$ cat src/rtl/spi_pkg.sv
// Shared constants and types for the mode-0 SPI target: default width,
// FSM state encoding and the reset levels of the synchronized pins.
package spi_pkg;

   localparam int   WIDTH_DEF = 8;
   localparam logic SPI_CPOL  = 1'b0;
   localparam logic SPI_CPHA  = 1'b0;

   localparam logic SCK_RST_VAL = 1'b0;
   localparam logic SDI_RST_VAL = 1'b0;
   localparam logic CSX_RST_VAL = 1'b1;

   typedef enum logic {
      IDLE  = 1'b0,
      SHIFT = 1'b1
   } spi_state_t;

endpackage

$ cat src/rtl/spi_sync.sv
// Multi-flop synchronizer for one SPI pin, plus a registered copy of the
// synchronized value so the parent can detect rising/falling edges.
module spi_sync #(
   parameter int   STAGES    = 2,
   parameter logic RESET_VAL = 1'b0
) (
   input  logic i_clk,
   input  logic i_rst_n,
   input  logic i_d,
   output logic o_q,
   output logic o_q_prev
);

   logic [STAGES-1:0] r_chain;
   logic              r_prev;

   always_ff @(posedge i_clk or negedge i_rst_n) begin
      if (!i_rst_n) begin
         r_chain <= {STAGES{RESET_VAL}};
         r_prev  <= RESET_VAL;
      end else begin
         r_chain <= {r_chain[STAGES-2:0], i_d};
         r_prev  <= r_chain[STAGES-1];
      end
   end

   assign o_q      = r_chain[STAGES-1];
   assign o_q_prev = r_prev;

endmodule

$ cat src/rtl/spi_slave.sv
// Mode-0 MSB-first SPI target: oversampled pins, byte hand-off through a
// VALID/READ holding register, and a full-duplex response byte on SDO.
module spi_slave
   import spi_pkg::*;
#(
   parameter int SYNC_STAGES = 2,
   parameter int WIDTH       = WIDTH_DEF
) (
   input  logic             CLK_100MHz,
   input  logic             RESET_N,
   input  logic             SCK,
   input  logic             SDI,
   input  logic             CSX,
   output logic             SDO,
   output logic             SDO_EN,
   output logic [WIDTH-1:0] OUT,
   output logic             VALID,
   input  logic             READ,
   output logic             OVERRUN,
   output logic             FRAME_ERR,
   input  logic [WIDTH-1:0] TX_IN,
   input  logic             TX_LOAD
);

   localparam int                CNT_W    = (WIDTH > 2) ? $clog2(WIDTH) : 1;
   localparam logic [CNT_W-1:0]  CNT_LAST = CNT_W'(WIDTH - 1);
   localparam int                ARM_N    = SYNC_STAGES + 1;
   localparam int                ARM_W    = $clog2(ARM_N + 1);
   localparam logic [ARM_W-1:0]  ARM_LAST = ARM_W'(ARM_N - 1);

   logic w_sck, w_sck_prev, w_sdi, w_sdi_prev, w_csx, w_csx_prev;
   logic w_sck_rise, w_sck_fall, w_csx_rise, w_csx_fall;
   logic [WIDTH-1:0] w_tx_src;

   spi_state_t       r_state, w_state_n;
   logic [CNT_W-1:0] r_cnt, w_cnt_n;
   logic [WIDTH-1:0] r_rx, w_rx_n;
   logic [WIDTH-1:0] r_tx, w_tx_n;
   logic [WIDTH-1:0] r_hold, w_hold_n;
   logic [WIDTH-1:0] r_out, w_out_n;
   logic             r_valid, w_valid_n;
   logic             r_ovr, w_ovr_n;
   logic             r_ferr, w_ferr_n;
   logic             r_sdo, w_sdo_n;
   logic             r_sdo_en, w_sdo_en_n;
   logic             r_armed;
   logic [ARM_W-1:0] r_arm_cnt;

   spi_sync #(.STAGES(SYNC_STAGES), .RESET_VAL(SCK_RST_VAL)) u_sync_sck (
      .i_clk(CLK_100MHz), .i_rst_n(RESET_N), .i_d(SCK), .o_q(w_sck), .o_q_prev(w_sck_prev)
   );
   spi_sync #(.STAGES(SYNC_STAGES), .RESET_VAL(SDI_RST_VAL)) u_sync_sdi (
      .i_clk(CLK_100MHz), .i_rst_n(RESET_N), .i_d(SDI), .o_q(w_sdi), .o_q_prev(w_sdi_prev)
   );
   spi_sync #(.STAGES(SYNC_STAGES), .RESET_VAL(CSX_RST_VAL)) u_sync_csx (
      .i_clk(CLK_100MHz), .i_rst_n(RESET_N), .i_d(CSX), .o_q(w_csx), .o_q_prev(w_csx_prev)
   );

   assign w_sck_rise = w_sck & ~w_sck_prev;
   assign w_sck_fall = ~w_sck & w_sck_prev;
   assign w_csx_rise = w_csx & ~w_csx_prev;
   assign w_csx_fall = r_armed & ~w_csx & w_csx_prev;
   assign w_tx_src   = TX_LOAD ? TX_IN : r_hold;

   // The CSX synchronizer resets high, so a select held low across reset would
   // look like a fresh fall; only arm once CSX has been high longer than the
   // reset residue can last, which discards the rest of an interrupted frame.
   always_ff @(posedge CLK_100MHz or negedge RESET_N) begin
      if (!RESET_N) begin
         r_armed   <= 1'b0;
         r_arm_cnt <= '0;
      end else if (!r_armed) begin
         if (!w_csx) begin
            r_arm_cnt <= '0;
         end else if (r_arm_cnt == ARM_LAST) begin
            r_armed <= 1'b1;
         end else begin
            r_arm_cnt <= r_arm_cnt + 1'b1;
         end
      end
   end

   always_comb begin
      w_state_n  = r_state;
      w_cnt_n    = r_cnt;
      w_rx_n     = r_rx;
      w_tx_n     = r_tx;
      w_hold_n   = w_tx_src;
      w_out_n    = r_out;
      w_valid_n  = r_valid;
      w_ovr_n    = r_ovr;
      w_ferr_n   = 1'b0;
      w_sdo_n    = r_sdo;
      w_sdo_en_n = r_sdo_en;

      if (READ) begin
         w_valid_n = 1'b0;
         w_ovr_n   = 1'b0;
      end

      case (r_state)
         IDLE: begin
            w_sdo_n    = 1'b0;
            w_sdo_en_n = 1'b0;
            if (w_csx_fall) begin
               w_state_n  = SHIFT;
               w_cnt_n    = '0;
               w_tx_n     = w_tx_src;
               w_sdo_n    = w_tx_src[WIDTH-1];
               w_sdo_en_n = 1'b1;
            end
         end
         SHIFT: begin
            if (w_sck_rise) begin
               w_rx_n = {r_rx[WIDTH-2:0], w_sdi};
               if (r_cnt == CNT_LAST) begin
                  w_cnt_n = '0;
                  if (!r_valid || READ) begin
                     w_out_n   = w_rx_n;
                     w_valid_n = 1'b1;
                  end else begin
                     w_ovr_n = 1'b1;
                  end
               end else begin
                  w_cnt_n = r_cnt + 1'b1;
               end
            end
            // A fall with the counter at zero ends a byte, so the next response starts.
            if (w_sck_fall) begin
               if (r_cnt == '0) begin
                  w_tx_n  = w_tx_src;
                  w_sdo_n = w_tx_src[WIDTH-1];
               end else begin
                  w_tx_n  = {r_tx[WIDTH-2:0], 1'b0};
                  w_sdo_n = r_tx[WIDTH-2];
               end
            end
            if (w_csx_rise) begin
               w_ferr_n   = (w_cnt_n != '0);
               w_cnt_n    = '0;
               w_state_n  = IDLE;
               w_sdo_n    = 1'b0;
               w_sdo_en_n = 1'b0;
            end
         end
         default: w_state_n = IDLE;
      endcase
   end

   always_ff @(posedge CLK_100MHz or negedge RESET_N) begin
      if (!RESET_N) begin
         r_state  <= IDLE;
         r_cnt    <= '0;
         r_rx     <= '0;
         r_tx     <= '0;
         r_hold   <= '0;
         r_out    <= '0;
         r_valid  <= 1'b0;
         r_ovr    <= 1'b0;
         r_ferr   <= 1'b0;
         r_sdo    <= 1'b0;
         r_sdo_en <= 1'b0;
      end else begin
         r_state  <= w_state_n;
         r_cnt    <= w_cnt_n;
         r_rx     <= w_rx_n;
         r_tx     <= w_tx_n;
         r_hold   <= w_hold_n;
         r_out    <= w_out_n;
         r_valid  <= w_valid_n;
         r_ovr    <= w_ovr_n;
         r_ferr   <= w_ferr_n;
         r_sdo    <= w_sdo_n;
         r_sdo_en <= w_sdo_en_n;
      end
   end

   assign SDO       = r_sdo;
   assign SDO_EN    = r_sdo_en;
   assign OUT       = r_out;
   assign VALID     = r_valid;
   assign OVERRUN   = r_ovr;
   assign FRAME_ERR = r_ferr;

endmodule

$ cat config.mk
export PLATFORM = sky130hd
export DESIGN_NAME = spi_slave
export DESIGN_NICKNAME = d
export VERILOG_FILES = /design/src/rtl/spi_pkg.sv /design/src/rtl/spi_sync.sv /design/src/rtl/spi_slave.sv
export SDC_FILE = /design/constraint.sdc
export NUM_CORES = 1
export LEC_CHECK = 0
export ABC_CLOCK_PERIOD_IN_PS = 2500
export BUFFER_PORTS_ARGS = -buffer_cell sky130_fd_sc_hd__buf_2
export CAP_MARGIN = 10
export CORE_MARGIN = 3
export CORE_UTILIZATION = 50
export DETAILED_ROUTE_END_ITERATION = 8
export MAX_ROUTING_LAYER = met4
export PLACE_DENSITY_LB_ADDON = 0.08
export SLEW_MARGIN = 30
export SYNTH_ARGS = -nofsm -noshare
export SYNTH_HDL_FRONTEND = slang
export SYNTH_HIERARCHICAL = 1
export SYNTH_SLANG_ARGS = --single-unit
$ cat constraint.sdc
create_clock -name CLK_100MHz -period 2.5 [get_ports CLK_100MHz]
set_input_delay 0.125 -clock CLK_100MHz [delete_from_list [all_inputs] [get_ports CLK_100MHz]]
set_output_delay 0.125 -clock CLK_100MHz [all_outputs]
set_load 0.05 [all_outputs]
==> summary.md, run 1 <==
| Metric | Value |
|---|---|
| Total standard cell area after synthesis | 0.00202 sq mm |
| Row count | 22 |
| IO Count | 28 |
| Switching share of power | 0.295 |
| Type of element capturing the critical path | register |
| Final hold violation count | 0 |
| Unrepaired setup endpoints after global routing | no |
| TritonCTS Buffers | 5 |
| DRC | 0 |
| Worst Hold Depth | 2 |
| Number of DRC markers after the initial detailed-route iteration | 58 |
| Per-cell via count in the routed design | 5.15 |
| Actual transition at the worst max-transition pin | 0.609 ns |
| Slew margin rel. | 0.594 |
| Ratio of cells with drive above 1 in the final layout | 0.282 |
| Total power per unit cell area | 870 mW/mm^2 |
| Reg2Reg Capture Point | OUT[4] |
| Largest driver fanout on the critical path | 15 |
| Post-Route Setup TNS | 0 ns |
| Peak supply drop | 583 uV |
| Final core occ | 0.626 |
| Initial Utilization | 0.536 |
| Worst R2R Start | r_state |
| Die height | 69.6 um |
| Global Route Usage Sum | 0.156 |
| Max Clock Skew | 0.00353 ns |
| Clock Power Share | 0.265 |
| Achievable Freq | 0.504 GHz |
| Fill cells | 299 |
| Total number of H-tree levels | 2 |
| Net count of the mapped netlist | 188 |
| Result of the run | finished, final reports clean |
| Clk Latency, worst-skew pair | 0.30 ns |
| Core region area | 0.00377 sq mm |
| Max-slew violation count | 0 |
| Wire length after detailed routing | 3.30 mm |
| Cell depth of the worst flop-to-flop path | 4 |
| Average detailed-routed wire length per instance | 13.0 um |
| MaxCap Viol Count | 0 |
| NumNets Final | 224 |
| Full die area | 0.00484 sq mm |
| Signed area change from the synthesized netlist to the final layout | 17.0% |
| Die W | 69.6 um |
| Number of optimization iterations in the first detailed-route pass | 4 |
| Cell at the root of the clock tree | sky130_fd_sc_hd__clkbuf_8 |
| Total of buffers placed on input and output ports | 27 |
| Average instance area after synthesis | 11.9 sq um |
| Slack of the worst reg-to-reg path | 0.51 ns |
| Clock Sinks | 50 |
| Antenna diodes | 0 |
| Post-synthesis instance total | 169 |
| Power spent charging and discharging nets | 606 uW |
| Cell area after layout | 0.00236 sq mm |
| Pin count of the biggest net entering global routing | 51 |
| Via count | 1,309 |
| Sequential cell fraction of total power | 0.529 |
| Post-layout min period | 1.99 ns |
| Launch instance of the worst min-delay path | TX_IN[1] |
| HPWL after detailed placement | 2.34 mm |
| Internal power summed over all cells | 1.45 mW |
| Maximum root-to-sink buffer count | 2 |
| CTS clk-pin slew, worst paths | 0.09 ns |
| Final count of negative-setup-slack endpoints | 0 |
| Classification of the worst-slack hold path | input pin to register |
| Endpoint arrival time on the critical path | 2.17 ns |
| Warning count from the yosys run | 6 |
| Critical path launch point type | register |
| Global route total overflow | 0 |
| Leakage power figure | 1.19 nW |
| Share of the clock period used by the worst path after layout | 0.794 |
| Combinational cell fraction of total power | 0.206 |
| Crit Path Category | register to register |
| TritonCTS clock tree | yes |
| Count of antenna-violating nets left after detailed routing | 0 |
| Endpoint, Worst Hold | r_hold[1] |
| Number of antenna violations at the first check in global routing | 0 |
| Wire length of the first global-routing pass | 5.84 mm |
| Routability cong. | 0.757 |
| Required time at the worst-slack endpoint | 2.68 ns |
| Via count of the first global-routing pass | 1,289 |
| Total cell area at the placement stage | 0.00220 sq mm |
==> what timing repair did <==
item,in CTS,in global routing
setup buffers,0,0
gates resized for setup,0,0
hold buffers,5,0
endpoints found under the hold margin,51,0
endpoints found under the setup margin,0,0
==> flip-flops by register name, indices dropped and copies added (netlist names) <==
name,flops
r_cnt,3
u_sync_csx/r_chain,2
r_state,1
r_arm_cnt,2
FRAME_ERR,1
r_hold,8
u_sync_csx/o_q_prev,1
OUT,8
r_armed,1
u_sync_sck/r_chain,2
SDO,1
VALID,1
r_tx,7
u_sync_sdi/r_chain,2
SDO_EN,1
r_rx,7
OVERRUN,1
u_sync_sck/o_q_prev,1
==> stage by stage <==
step                      setup WS (ns)  total power [mW]  std cells  hold slack (ns)
final                             0.514              2.05        254           0.0735
after global routing              0.361              2.20        254           0.0685
after CTS                         0.490              2.08        254           0.0620
after detailed placement          0.512              1.53        241            0.180
after global placement            0.613              1.49        241            0.231
after floorplan                   0.991              1.39        169           -0.171
==> worst max path at each step <==
stage,start,to,slack (ns)
6_report,r_state,OUT[4],0.51
5_1_grt,r_state,OUT[4],0.36
4_1_cts,r_state,OUT[4],0.49
3_5_place_dp,r_state,OUT[4],0.51
3_3_place_gp,r_state,OUT[2],0.61
2_1_floorplan,u_sync_sck/o_q_prev,OUT[0],0.99
==> layer usage <==
| layer | vias to the layer above | track usage | share of wire |
|---|---|---|---|
| met5 | - | - | 0 |
| met2 | 33 | 0.224 | 0.46 |
| met3 | 4 | 0.0478 | 0.044 |
| li1 | 644 | - | - |
| met1 | 628 | 0.209 | 0.49 |
| met4 | 0 | 0.0586 | 0.0079 |
==> layout by cell type, fill, tap and decap left out, types with 2 or more instances in the layout <==
cell                             n
sky130_fd_sc_hd__buf_2          26
sky130_fd_sc_hd__nand3b_1        2
sky130_fd_sc_hd__nand2_1        31
sky130_fd_sc_hd__a21oi_1        12
sky130_fd_sc_hd__nor2_1         10
sky130_fd_sc_hd__ha_1            4
sky130_fd_sc_hd__nand2b_1        6
sky130_fd_sc_hd__mux2i_1         6
sky130_fd_sc_hd__buf_4           2
sky130_fd_sc_hd__nor3_1          3
sky130_fd_sc_hd__dlygate4sd3_1   5
sky130_fd_sc_hd__dfrtp_1        47
sky130_fd_sc_hd__clkbuf_8        5
sky130_fd_sc_hd__inv_1           6
sky130_fd_sc_hd__mux2_2         17
sky130_fd_sc_hd__o21ai_0         5
sky130_fd_sc_hd__dfstp_2         3
sky130_fd_sc_hd__clkinv_2        2
==> critical path, cell delays in order, from the launching register on <==
cell                      delay [ns]
sky130_fd_sc_hd__dfrtp_1        0.59
sky130_fd_sc_hd__and3b_1        0.44
sky130_fd_sc_hd__nand2_1        0.17
sky130_fd_sc_hd__a21oi_4        0.28
sky130_fd_sc_hd__mux2_2         0.38
==> power by group through the flow <==
stage | Combinational (mW) | Clock (mW) | Sequential (mW)
finish | 0.423 | 0.544 | 1.09
global route | 0.488 | 0.600 | 1.11
CTS | 0.431 | 0.565 | 1.09
detailed placement | 0.423 | 0 | 1.10
global placement | 0.396 | 0 | 1.09
floorplan | 0.287 | 0 | 1.11
==> final cells by class <==
type	instances	area [sq um]	area share
clock buffers	5	68.8	0.0291
clock inverters	3	40.0	0.0169
inverters	6	22.5	0.00953
multi-input cells	109	721	0.305
flip-flops and latches	50	1250	0.531
well taps	48	60.1	0.0254
repair buffers	33	195	0.0826
(Power assumes the default switching activity.)
==> run 2: changes to the inputs <==
- ABC_AREA: unset -> 1
- ABC_CLOCK_PERIOD_IN_PS: 2500 -> 1900
- clock period: 2.5 -> 1.9 ns (I/O delays scaled with it)
==> run 2 against run 1 <==
Register-to-register slack lost 0.04 ns. Clock power up 26%. Critical path depth is 2 higher. Utilization is 0.21 points higher. Final area rose by 1.8%. Hold slack lost 0.032 ns. Sequential share of layout area down 0.94 points. Final cell count up 21%. Flip-flop and latch count unchanged. Largest power group unchanged.
==> summary.md, run 2 <==
| Metric | Value |
|---|---|
| Net count of the mapped netlist | 242 (was 188) |
| Endpoint arrival time on the critical path | 1.61 ns (was 2.17 ns) |
| Clk Latency, worst-skew pair | 0.29 ns (was 0.30 ns) |
| Required time at the worst-slack endpoint | 2.08 ns (was 2.68 ns) |
| TritonCTS Buffers | 5 (unchanged) |
| Launching element of the worst setup path | r_cnt[0] (was r_state) |
| Met2 Track Usage GR | 0.273 (was 0.224) |
| Total standard cell area after synthesis | 0.00207 sq mm (was 0.00202 sq mm) |
| Most common cell after layout, fill and taps aside | sky130_fd_sc_hd__nand2_1 (was sky130_fd_sc_hd__dfrtp_1) |
| Die W | 70.3 um (was 69.6 um) |
| Unrepaired setup endpoints after global routing | no (unchanged) |
| Total power per unit cell area | 1210 mW/mm^2 (was 870 mW/mm^2) |
| Share of the clock period used by the worst path after layout | 0.753 (was 0.794) |
| Leakage power figure | 1.31 nW (was 1.19 nW) |
| Core region area | 0.00383 sq mm (was 0.00377 sq mm) |
| Launch instance of the worst min-delay path | TX_IN[0] (was TX_IN[1]) |
| Global routing met3 resource utilization | 0.0302 (was 0.0478) |
| Antenna diodes | 0 (unchanged) |
| TritonCTS clock tree | yes (unchanged) |
| Initial Utilization | 0.541 (was 0.536) |
| IO Count | 28 (unchanged) |
| Critical path launch point type | register (unchanged) |
| Wire length of the first global-routing pass | 6.12 mm (was 5.84 mm) |
| Ratio of cells with drive above 1 in the final layout | 0.185 (was 0.282) |
| Count of antenna-violating nets left after detailed routing | 0 (unchanged) |
| GR peak layer | met2 (unchanged) |
| Total number of H-tree levels | 2 (unchanged) |
| CTS clk-pin slew, worst paths | 0.08 ns (was 0.09 ns) |
| Type of element capturing the critical path | register (unchanged) |
| Average instance area after synthesis | 9.27 sq um (was 11.9 sq um) |
| Worst R2R Start | r_cnt[0] (was r_state) |
| Die height | 70.3 um (was 69.6 um) |
| Number of antenna violations at the first check in global routing | 0 (unchanged) |
| Max Clock Skew | 0.00388 ns (was 0.00353 ns) |
| Average detailed-routed wire length per instance | 11.0 um (was 13.0 um) |
| Crit Path Category | register to register (unchanged) |
| Full die area | 0.00494 sq mm (was 0.00484 sq mm) |
| Classification of the worst-slack hold path | input pin to register (unchanged) |
| Actual transition at the worst max-transition pin | 0.595 ns (was 0.609 ns) |
| Wire length after detailed routing | 3.40 mm (was 3.30 mm) |
| Total chip power | 2.92 mW (was 2.05 mW) |
| Post-synthesis instance total | 223 (was 169) |
| Fill cells | 355 (was 299) |
| Final count of negative-setup-slack endpoints | 0 (unchanged) |
| Global route total overflow | 0 (unchanged) |
| Row count | 22 (unchanged) |
| Clock Sinks | 50 (unchanged) |
| Total of buffers placed on input and output ports | 27 (unchanged) |
| Via count | 1,471 (was 1,309) |
| HPWL after detailed placement | 2.41 mm (was 2.34 mm) |
| Result of the run | finished, final reports clean (unchanged) |
| Highest-count cells in the layout ignoring fill and taps | sky130_fd_sc_hd__nand2_1 (65), sky130_fd_sc_hd__dfrtp_1 (47), sky130_fd_sc_hd__inv_1 (32) (was sky130_fd_sc_hd__dfrtp_1 (47), sky130_fd_sc_hd__nand2_1 (31), sky130_fd_sc_hd__buf_2 (26)) |
| Number of optimization iterations in the first detailed-route pass | 4 (unchanged) |
| NumNets Final | 278 (was 224) |
| Number of DRC markers after the initial detailed-route iteration | 97 (was 58) |
| MaxCap Viol Count | 0 (unchanged) |
| Routability cong. | 0.853 (was 0.757) |
| Cell at the root of the clock tree | sky130_fd_sc_hd__clkbuf_8 (unchanged) |
| Post-Route Setup TNS | 0 ns (unchanged) |
| Per-cell via count in the routed design | 4.78 (was 5.15) |
| Warning count from the yosys run | 6 (unchanged) |
| Maximum root-to-sink buffer count | 2 (unchanged) |
| Post-layout min period | 1.43 ns (was 1.99 ns) |
| Largest driver fanout on the critical path | 14 (was 15) |
| Global Route Usage Sum | 0.159 (was 0.156) |
| Number of gates given a new drive strength after cts | 0 (unchanged) |
| Via count of the first global-routing pass | 1,484 (was 1,289) |
| Final hold violation count | 0 (unchanged) |
| Pin count of the biggest net entering global routing | 51 (unchanged) |
| Achievable Freq | 0.699 GHz (was 0.504 GHz) |
| DRC | 0 (unchanged) |
| Slew margin rel. | 0.603 (was 0.594) |
| Max-slew violation count | 0 (unchanged) |
| Peak supply drop | 586 uV (was 583 uV) |
| GR Util met1 | 0.181 (was 0.209) |
| Signed area change from the synthesized netlist to the final layout | 16.3% (was 17.0%) |
run 2: final cells by class:
class / count / area, sq um / share of cell area
Tap cell: 48 / 60.1 / 0.0250
Inverter: 34 / 128 / 0.0531
Timing Repair Buffer: 33 / 193 / 0.0801
Sequential cell: 50 / 1250 / 0.522
Multi-Input combinational cell: 135 / 659 / 0.274
Clock buffer: 8 / 110 / 0.0458
run 2: what timing repair did:
item | 4_1_cts | 5_1_grt
buffers inserted | 0 | 0
endpoints found under the hold margin | 51 | 0
hold buffers | 5 | 0
run 2: power by group:
part | switching, mW | internal (mW) | total, mW
clock | 0.318 | 0.368 | 0.686
sequential | 0.144 | 1.31 | 1.46
combinational | 0.526 | 0.254 | 0.780
run 2: worst paths after layout:
check	end	slack [ns]	depth (start not counted)
setup / recovery	OUT[5]	0.47	6
hold / removal	r_hold[0]	0.04	3
setup reg to reg	OUT[5]	0.47	6
hold reg to reg	u_sync_sck/r_chain[1]	0.36	0
max in group asynchronous	r_arm_cnt[0]	1.07	3
min in group asynchronous	r_hold[1]	0.42	3
run 2: stage by stage:
stage / hold WS [ns] / cells / setup slack (ns) / area (sq um) / util
after floorplan: -0.201 / 223 / 0.486 / 2070 / -
after global routing: 0.0537 / 308 / 0.310 / 2400 / 0.629
after CTS: 0.0359 / 308 / 0.451 / 2400 / 0.629
final: 0.0411 / 308 / 0.469 / 2400 / 0.629
after detailed placement: 0.202 / 295 / 0.461 / 2240 / 0.587
after global placement: 0.200 / 295 / 0.469 / 2240 / 0.587
run 2: routing by layer:
metal,vias to the layer above,share of wire,wire length [um]
li1,769,-,-
met1,680,0.45,1540
met2,18,0.50,1720
met3,4,0.032,108
met4,0,0.011,36
met5,-,0,0
run 2: critical path, stage by stage, from the launching register on:
cell                      delay (ns)
sky130_fd_sc_hd__dfrtp_1        0.40
sky130_fd_sc_hd__ha_1           0.20
sky130_fd_sc_hd__ha_1           0.23
sky130_fd_sc_hd__nand2_1        0.21
sky130_fd_sc_hd__nor2_8         0.10
sky130_fd_sc_hd__nor2_1         0.13
sky130_fd_sc_hd__a21oi_2        0.04
